## config.mk

```make
export PLATFORM = sky130hd
export DESIGN_NAME = key_feedback_driver
export DESIGN_NICKNAME = d
export VERILOG_FILES = /design/src/rtl/key_feedback_driver.sv
export SDC_FILE = /design/constraint.sdc
export NUM_CORES = 1
export LEC_CHECK = 0
export CAP_MARGIN = 0
export CORE_ASPECT_RATIO = 0.6
export CORE_MARGIN = 3
export CORE_UTILIZATION = 44
export CTS_BUF_LIST = sky130_fd_sc_hd__clkbuf_8
export DETAILED_ROUTE_END_ITERATION = 16
export SYNTH_ARGS = -nofsm -noshare
export SYNTH_HDL_FRONTEND = slang
export SYNTH_SLANG_ARGS = --single-unit
```

## constraint.sdc

```tcl
create_clock -name CLK_50M -period 3.2 [get_ports CLK_50M]
set_clock_uncertainty 0.1 [all_clocks]
set_input_delay 0.8 -clock CLK_50M [delete_from_list [all_inputs] [get_ports CLK_50M]]
set_output_delay 0.8 -clock CLK_50M [all_outputs]
set_load 0.005 [all_outputs]
```

## src/rtl/key_feedback_driver.sv

```systemverilog
// rtl/key_feedback_driver.sv - turns 1-cycle event pulses into timed active-low LED blink sequences
// Optional buzzer output and square-wave generator enabled by defining BUZZER_EN.
module key_feedback_driver #(
    parameter int TICK_CYCLES = 1_000_000,
    parameter int ON_TICKS    = 10,
    parameter int OFF_TICKS   = 10,
    parameter int BLINK_W     = 3,
    parameter int BUZZ_HALF   = 12_500
) (
    input  logic               CLK_50M,
    input  logic               RST_N,
    input  logic [1:0]         evt,
    input  logic [BLINK_W-1:0] blink_num,
    output logic [1:0]         led_n,
`ifdef BUZZER_EN
    output logic               buzz,
`endif
    output logic [1:0]         busy
);

    localparam logic [1:0] ST_IDLE = 2'd0;
    localparam logic [1:0] ST_ON   = 2'd1;
    localparam logic [1:0] ST_OFF  = 2'd2;

    localparam int PH_MAX = (ON_TICKS > OFF_TICKS) ? ON_TICKS : OFF_TICKS;
    localparam int PH_W   = (PH_MAX > 1) ? $clog2(PH_MAX) : 1;
    localparam logic [PH_W-1:0]    PH_ON_LAST  = PH_W'(ON_TICKS - 1);
    localparam logic [PH_W-1:0]    PH_OFF_LAST = PH_W'(OFF_TICKS - 1);
    localparam logic [BLINK_W-1:0] REMAIN_ONE  = BLINK_W'(1);

    logic [19:0] tick_cnt;
    logic        tick;

    logic [1:0]         state      [2];
    logic [1:0]         state_nxt  [2];
    logic [BLINK_W-1:0] remain     [2];
    logic [BLINK_W-1:0] remain_nxt [2];
    logic [PH_W-1:0]    phase      [2];
    logic [PH_W-1:0]    phase_nxt  [2];

    // Free-running pacing tick shared by both channels; never restarted by events.
    assign tick = (tick_cnt == 20'(TICK_CYCLES - 1));

    always_ff @(posedge CLK_50M or negedge RST_N) begin
        if (!RST_N) begin
            tick_cnt <= '0;
        end else if (tick) begin
            tick_cnt <= '0;
        end else begin
            tick_cnt <= tick_cnt + 20'd1;
        end
    end

    always_comb begin
        for (int i = 0; i < 2; i++) begin
            state_nxt[i]  = state[i];
            remain_nxt[i] = remain[i];
            phase_nxt[i]  = phase[i];
            case (state[i])
                // IDLE ignores tick, so a load coincident with a tick starts at phase 0.
                ST_IDLE: begin
                    if (evt[i] && (blink_num != '0)) begin
                        state_nxt[i]  = ST_ON;
                        remain_nxt[i] = blink_num;
                        phase_nxt[i]  = '0;
                    end
                end
                ST_ON: begin
                    if (tick) begin
                        if (phase[i] == PH_ON_LAST) begin
                            phase_nxt[i]  = '0;
                            remain_nxt[i] = remain[i] - REMAIN_ONE;
                            state_nxt[i]  = (remain[i] == REMAIN_ONE) ? ST_IDLE : ST_OFF;
                        end else begin
                            phase_nxt[i] = phase[i] + PH_W'(1);
                        end
                    end
                end
                ST_OFF: begin
                    if (tick) begin
                        if (phase[i] == PH_OFF_LAST) begin
                            state_nxt[i] = ST_ON;
                            phase_nxt[i] = '0;
                        end else begin
                            phase_nxt[i] = phase[i] + PH_W'(1);
                        end
                    end
                end
                default: begin
                    state_nxt[i] = ST_IDLE;
                end
            endcase
        end
    end

    // Outputs are registered from next state so led_n and busy move together.
    always_ff @(posedge CLK_50M or negedge RST_N) begin
        if (!RST_N) begin
            for (int i = 0; i < 2; i++) begin
                state[i]  <= ST_IDLE;
                remain[i] <= '0;
                phase[i]  <= '0;
            end
            led_n <= 2'b11;
            busy  <= 2'b00;
        end else begin
            for (int i = 0; i < 2; i++) begin
                state[i]  <= state_nxt[i];
                remain[i] <= remain_nxt[i];
                phase[i]  <= phase_nxt[i];
                led_n[i]  <= (state_nxt[i] != ST_ON);
                busy[i]   <= (state_nxt[i] != ST_IDLE);
            end
        end
    end

`ifdef BUZZER_EN
    localparam int BZ_W = (BUZZ_HALF > 1) ? $clog2(BUZZ_HALF) : 1;

    logic [BZ_W-1:0] buzz_cnt;
    logic            any_on_nxt;

    assign any_on_nxt = (state_nxt[0] == ST_ON) || (state_nxt[1] == ST_ON);

    always_ff @(posedge CLK_50M or negedge RST_N) begin
        if (!RST_N) begin
            buzz_cnt <= '0;
            buzz     <= 1'b0;
        end else if (!any_on_nxt) begin
            buzz_cnt <= '0;
            buzz     <= 1'b0;
        end else if (buzz_cnt == BZ_W'(BUZZ_HALF - 1)) begin
            buzz_cnt <= '0;
            buzz     <= ~buzz;
        end else begin
            buzz_cnt <= buzz_cnt + BZ_W'(1);
        end
    end
`endif

endmodule

```

==> impl_results.md, run 1 <==
- Status: completed
- Syn Inst Count: 273
- Synth Cell Area: 0.00259 mm²
- Post-Layout Cell Count: 360
- Synthesis-to-layout area growth: 9.18%
- CTS resizes: 0
- IO Pins: 11
- Vias: 1,958
- Unrepaired setup endpoints after global routing: false
- Max H-tree Level: 2
- Syn Nets: 297
- Full die area: 0.00687 mm²
- Final hold slack: 357 ps
- Yosys cell types: 56
- Initial core utilization: 48.4%
- First-pass DRT Iterations: 4
- Synth Warn #: 0
- CTS Hold Bufs: 0
- Fmax: 405 MHz
- Prevailing post-synth register cell: dfrtp_1
- Reg2reg end: remain[0]
- Final setup vio count: 0
- Core ar.: 0.00536 mm²
- Synth async-reset ratio: 100%
- Tot GR Track Use: 16.7%
- Grt total ovfl: 0
- RD Place Congestion: 0.840
- Antenna diodes: 0
- Worst Reg-to-Reg Cells: 5
- Initial antenna violation count: 0
- Worst Setup End Kind: flip-flop
- Longest Clk Path Bufs: 2
- CP Max Fanout: 9
- Dpl hpwl: 3690 µm
- Largest net degree at the start of global routing: 43
- DRT antenna net count: 0
- I/O Buffers: 10
- Via-to-Cell Ratio: 5.44
- Clk root buf: clkbuf_8
- # DRC: 0
- Iter 0 DRT Violations: 137
- CP startpoint kind: primary input
- PwrDens: 464 mW/mm²
- WL/cell: 14.1 µm
- Synth top area share: 38.6%
- Top cell type by total area after synthesis: dfrtp_1
- Worst Path Required: 3290 ps
- Setup crit start: blink_num[1]
- Clock sink count: 42
- Slew Limit Fails: 0
- P_leak: 1.23 nW
- Syn_area_per_cell: 9.49 µm²
- Post-CTS Repair Setup Buffers: 0
- Slew headroom: 37.3%
- First-pass GRT wire length: 9140 µm
- Crit Path Class: primary input to flip-flop
- CTS tree: done
- Yosys reg bits: 42
- Crit path to: remain[0]
- Post-synth top cells: 40 x dfrtp_1, 25 x nor2_1, 22 x nand2_1
- Layout cells sized above 1: 9.54%
- Die Y: 65.4 µm
- Max cap viols: 0
- Pre-CTS setup slack: 425 ps
- Num CTS Buffers: 5
- Synth area leaders: dfrtp_1 39%, ha_1 8.2%, nor2_1 3.6%, xor2_1 3.4%, nand2_1 3.2%
- Register area share after synthesis: 40.7%
- NumNets Final: 306
- Worst-Skew Late Latency: 290 ps
- Maximum vdd drop: 0.000223 V
- Minimum clock period: 2470 ps
- Die width: 105 µm
- Count leader, synth: dfrtp_1
- Worst R2R Start: tick_cnt[8]
- Routed wire length: 5080 µm
- Placed cells: 352
- Crit share post-route: 77.2%
- Critical path arrival: 2560 ps
- FP Rows: 20
- Clock transition at the registers of the reported paths: 80 ps
- Reg2Reg Setup Slack: 750 ps
- Setup TNS: 0 ps
- Worst Hold Class: flip-flop to flip-flop
- Fin. Hold Viols: 0
- Worst Tran Pin Value: 941 ps
- Vias in the first global route: 1,809
- Final WS setup: 730 ps
- Number of synthesized flops with an enable pin: 0
-- layer usage --
metal  wire, µm  vias up  track usage, %
li1           -      999               -
met3        173        5            3.93
met1       3010      929            26.7
met4         48        0            4.58
met2       1850       25            21.6
met5          0        -               0
-- through the flow --
step	total power, mW	cell area (µm²)	util (%)
after global placement	0.956	2730	51.0
after CTS	1.33	2830	52.8
after floorplan	0.861	2590	-
after detailed placement	0.959	2730	51.0
final	1.31	2830	52.8
after global routing	1.41	2830	52.8
-- state kept, by name, summed over array words and instances, names as in the netlist --
signal / count
remain: 6
led_n: 2
state: 4
busy: 2
phase: 8
tick_cnt: 20
-- how the worst min path moves through the flow --
stage | from | end | cells past startpoint
final | tick_cnt[0] | tick_cnt[0] | 1
after global routing | tick_cnt[0] | tick_cnt[0] | 1
after CTS | tick_cnt[0] | tick_cnt[0] | 1
after detailed placement | tick_cnt[0] | tick_cnt[0] | 1
after global placement | tick_cnt[0] | tick_cnt[0] | 1
after floorplan | tick_cnt[0] | tick_cnt[0] | 1
-- worst max-delay path, stage by stage --
cell,delay (ps)
clkdlybuf4s50_1,490
o31ai_1,300
and2_1,350
nor2_1,70
mux2_2,260
a221o_1,280
-- report_power, final --
| group | switching [mW] | leakage (nW) | internal (mW) |
|---|---|---|---|
| Clock | 0.190 | 0.0472 | 0.174 |
| Combinational | 0.180 | 0.667 | 0.148 |
| Sequential | 0.0413 | 0.513 | 0.580 |
-- final cells by class --
class                   instances  area (µm²)
fillers                       510        2530
repair buffers                 12         110
flip-flops and latches         42        1050
well taps                      77        96.3
multi-input cells             208        1420
inverters                      13        48.8
clock inverters                 2        12.5
clock buffers                   6        82.6
-- cells in the final DEF (no fill, tap or decap), types with 2 or more instances in the layout --
master / instances
o31ai_1: 6
o211ai_1: 5
and2_1: 5
nor3b_1: 3
nand2b_1: 4
dfstp_2: 2
nor3_1: 10
dfrtp_1: 40
a22o_1: 2
nand4_1: 3
and3_2: 2
buf_4: 2
inv_1: 13
o21ai_0: 11
clkbuf_8: 6
nand2_1: 22
clkdlybuf4s50_1: 9
xnor2_1: 6
a221o_1: 2
a32oi_1: 2
a31oi_1: 4
nor2_1: 25
a21oi_1: 6
a21o_1: 2
and3_1: 7
xor2_1: 10
o21bai_1: 3
mux2_2: 3
a211oi_1: 4
nand3_1: 16
ha_1: 17
nand4b_1: 2
nor2b_1: 3
nor4_1: 3
-- logic make-up (layout without fill, tap and decap cells) --
kind of cell,after synthesis,count (layout),synth area share [%]
adders and majority gates,17,17,8.21
and+or+nand+nor,115,115,24.3
AOI/OAI and AO/OA,57,57,15.7
DFF,42,42,40.7
xor gates and xnor gates,16,16,5.41
buffers and inverters,23,33,4.35
muxes,3,3,1.30
No activity file was read; power rests on OpenSTA's default activity.
==> run 2, diff against run 1 <==
- clock period: 3.2 -> 2.45 ns (I/O delays scaled with it)
==> impl_results.md, run 2 (same netlist as run 1, synthesis figures left out) <==
- Crit share post-route: 94.0%
- Largest net degree at the start of global routing: 43 (unchanged)
- Full die area: 0.00687 mm² (unchanged)
- Vias: 2,013 (+2.8%)
- Layout cells sized above 1: 13.4% (+3.8 points)
- CP Max Fanout: 6 (-3)
- Iter 0 DRT Violations: 113 (-18%)
- Vias in the first global route: 1,863 (+3.0%)
- Reg2reg end: remain[3]
- Final setup vio count: 0 (unchanged)
- Most flops, register: tick_cnt
- CTS Hold Bufs: 0 (unchanged)
- CTS tree: done
- Clk root buf: clkbuf_8
- Worst Setup End Kind: flip-flop
- WL/cell: 14.2 µm (+0.48%)
- # DRC: 0 (unchanged)
- Dpl hpwl: 3850 µm (+4.5%)
- RD Place Congestion: 0.832 (-0.94%)
- Critical path arrival: 2380 ps (-180 ps)
- Longest Clk Path Bufs: 2 (unchanged)
- Routed wire length: 5330 µm (+4.9%)
- FP Rows: 20 (unchanged)
- Grt total ovfl: 0 (unchanged)
- Reg2Reg Setup Slack: 150 ps (-600 ps)
- Placed inst area: 0.00286 mm² (+4.6%)
- Slew headroom: 56.9% (+20 points)
- First-pass GRT wire length: 9280 µm (+1.5%)
- Crit Path Class: flip-flop to flip-flop
- Worst Path Required: 2530 ps (-760 ps)
- IO Pins: 11 (unchanged)
- Setup TNS: 0 ps (unchanged)
- Final hold slack: 273 ps (-84.1 ps)
- Worst R2R Start: tick_cnt[8]
- Worst Tran Pin Value: 641 ps (-300 ps)
- PwrDens: 580 mW/mm² (+25%)
- NumNets Final: 322 (+5.2%)
- Status: completed
- Tot GR Track Use: 16.7% (+0.029 points)
- Minimum clock period: 2300 ps
- Largest register FFs: 20 (unchanged)
- Clock sink count: 42 (unchanged)
- Die Y: 65.4 µm (unchanged)
- Pre-CTS setup slack: -160 ps (-586 ps)
- Fin. Hold Viols: 0 (unchanged)
- Core ar.: 0.00536 mm² (unchanged)
- DRT antenna net count: 0 (unchanged)
- Max H-tree Level: 2 (unchanged)
- Pwr Total: 1.71 mW (+30%)
- Maximum vdd drop: 0.000299 V (+34%)
- First-pass DRT Iterations: 4 (unchanged)
- Max cap viols: 0 (unchanged)
- Commonest non-fill, non-tap cell in the layout: dfrtp_1
- Die width: 105 µm (unchanged)
- Antenna diodes: 0 (unchanged)
- Initial core utilization: 48.4% (unchanged)
- Slew Limit Fails: 0 (unchanged)
- Fmax: 434 MHz
- Via-to-Cell Ratio: 5.35 (-1.6%)
- Commonest cells after routing, fill and taps aside: 40 x dfrtp_1, 25 x nor2_1, 22 x nand2_1, 17 x ha_1, 17 x buf_4
- Post-Layout Cell Count: 376 (+4.4%)
- Final Util: 55.0% (+2.2 points)
- Synthesis-to-layout area growth: 13.7%
- Unrepaired setup endpoints after global routing: false
- Final WS setup: 148 ps (-582 ps)
- Clock transition at the registers of the reported paths: 90 ps (about the same)
- Initial antenna violation count: 0 (unchanged)
- CP startpoint kind: flip-flop
- Worst-Skew Late Latency: 290 ps (about the same)
- Cell area after layout: 0.00295 mm² (+4.2%)
- I/O Buffers: 10 (unchanged)
- Worst Hold Class: primary input to async pin
- Worst Reg-to-Reg Cells: 5 (unchanged)
- Largest registers: tick_cnt: 20 flops, phase: 8 flops, remain: 6 flops
- P_leak: 1.32 nW (+7.3%)
- Num CTS Buffers: 5 (unchanged)
- Placed cells: 367 (+4.3%)
## run 2: cell types whose count changed in the layout (fill, tap and decap cells not counted), sizes merged
cell / previous run / this run
clkinvlp: 1 / 0
clkinv: 1 / 0
inv: 13 / 16
buf: 3 / 19
clkbuf: 6 / 5
## run 2: where the power goes
group	internal, mW	leakage [nW]	total, mW	switching, mW
clock	0.191	0.0519	0.438	0.247
sequential	0.757	0.513	0.811	0.0540
combinational	0.215	0.752	0.458	0.243
## run 2: worst max-delay path, cell delays in order (launching register included)
cell and delay (ps):
dfrtp_1 420, or4b_4 560, nor3_4 250, and3_2 240, mux2_2 330, a221o_1 290
## run 2: how the worst max path moves through the flow
stage	from	end	slack (ps)	cells past startpoint
finish	tick_cnt[8]	remain[3]	150	5
global route	blink_num[0]	remain[3]	0.6	6
CTS	tick_cnt[8]	remain[3]	120	5
detailed placement	blink_num[0]	remain[3]	-160	6
global placement	blink_num[1]	led_n[1]	-120	8
floorplan	tick_cnt[8]	remain[3]	160	6
## run 2: layer usage
layer / track usage, % / part of all wire (%)
met2: 21.8 / 39
met4: 2.95 / 0
met1: 27.6 / 58
met3: 3.53 / 3.0
met5: 0 / 0
## run 2: repair_timing
action                     CTS  global route
setup endpoints to repair    0             4
buffers inserted             0             1
gates resized for setup      0             1
## run 2: area by class of cell
type                       instances  area [µm²]
inverter                          13        48.8
fill                             489        2410
multi-input combinational        208        1420
timing repair buffer              28         243
clock buffer                       5        68.8
tap                               77        96.3
sequential                        42        1050
clock inverter                     3        11.3
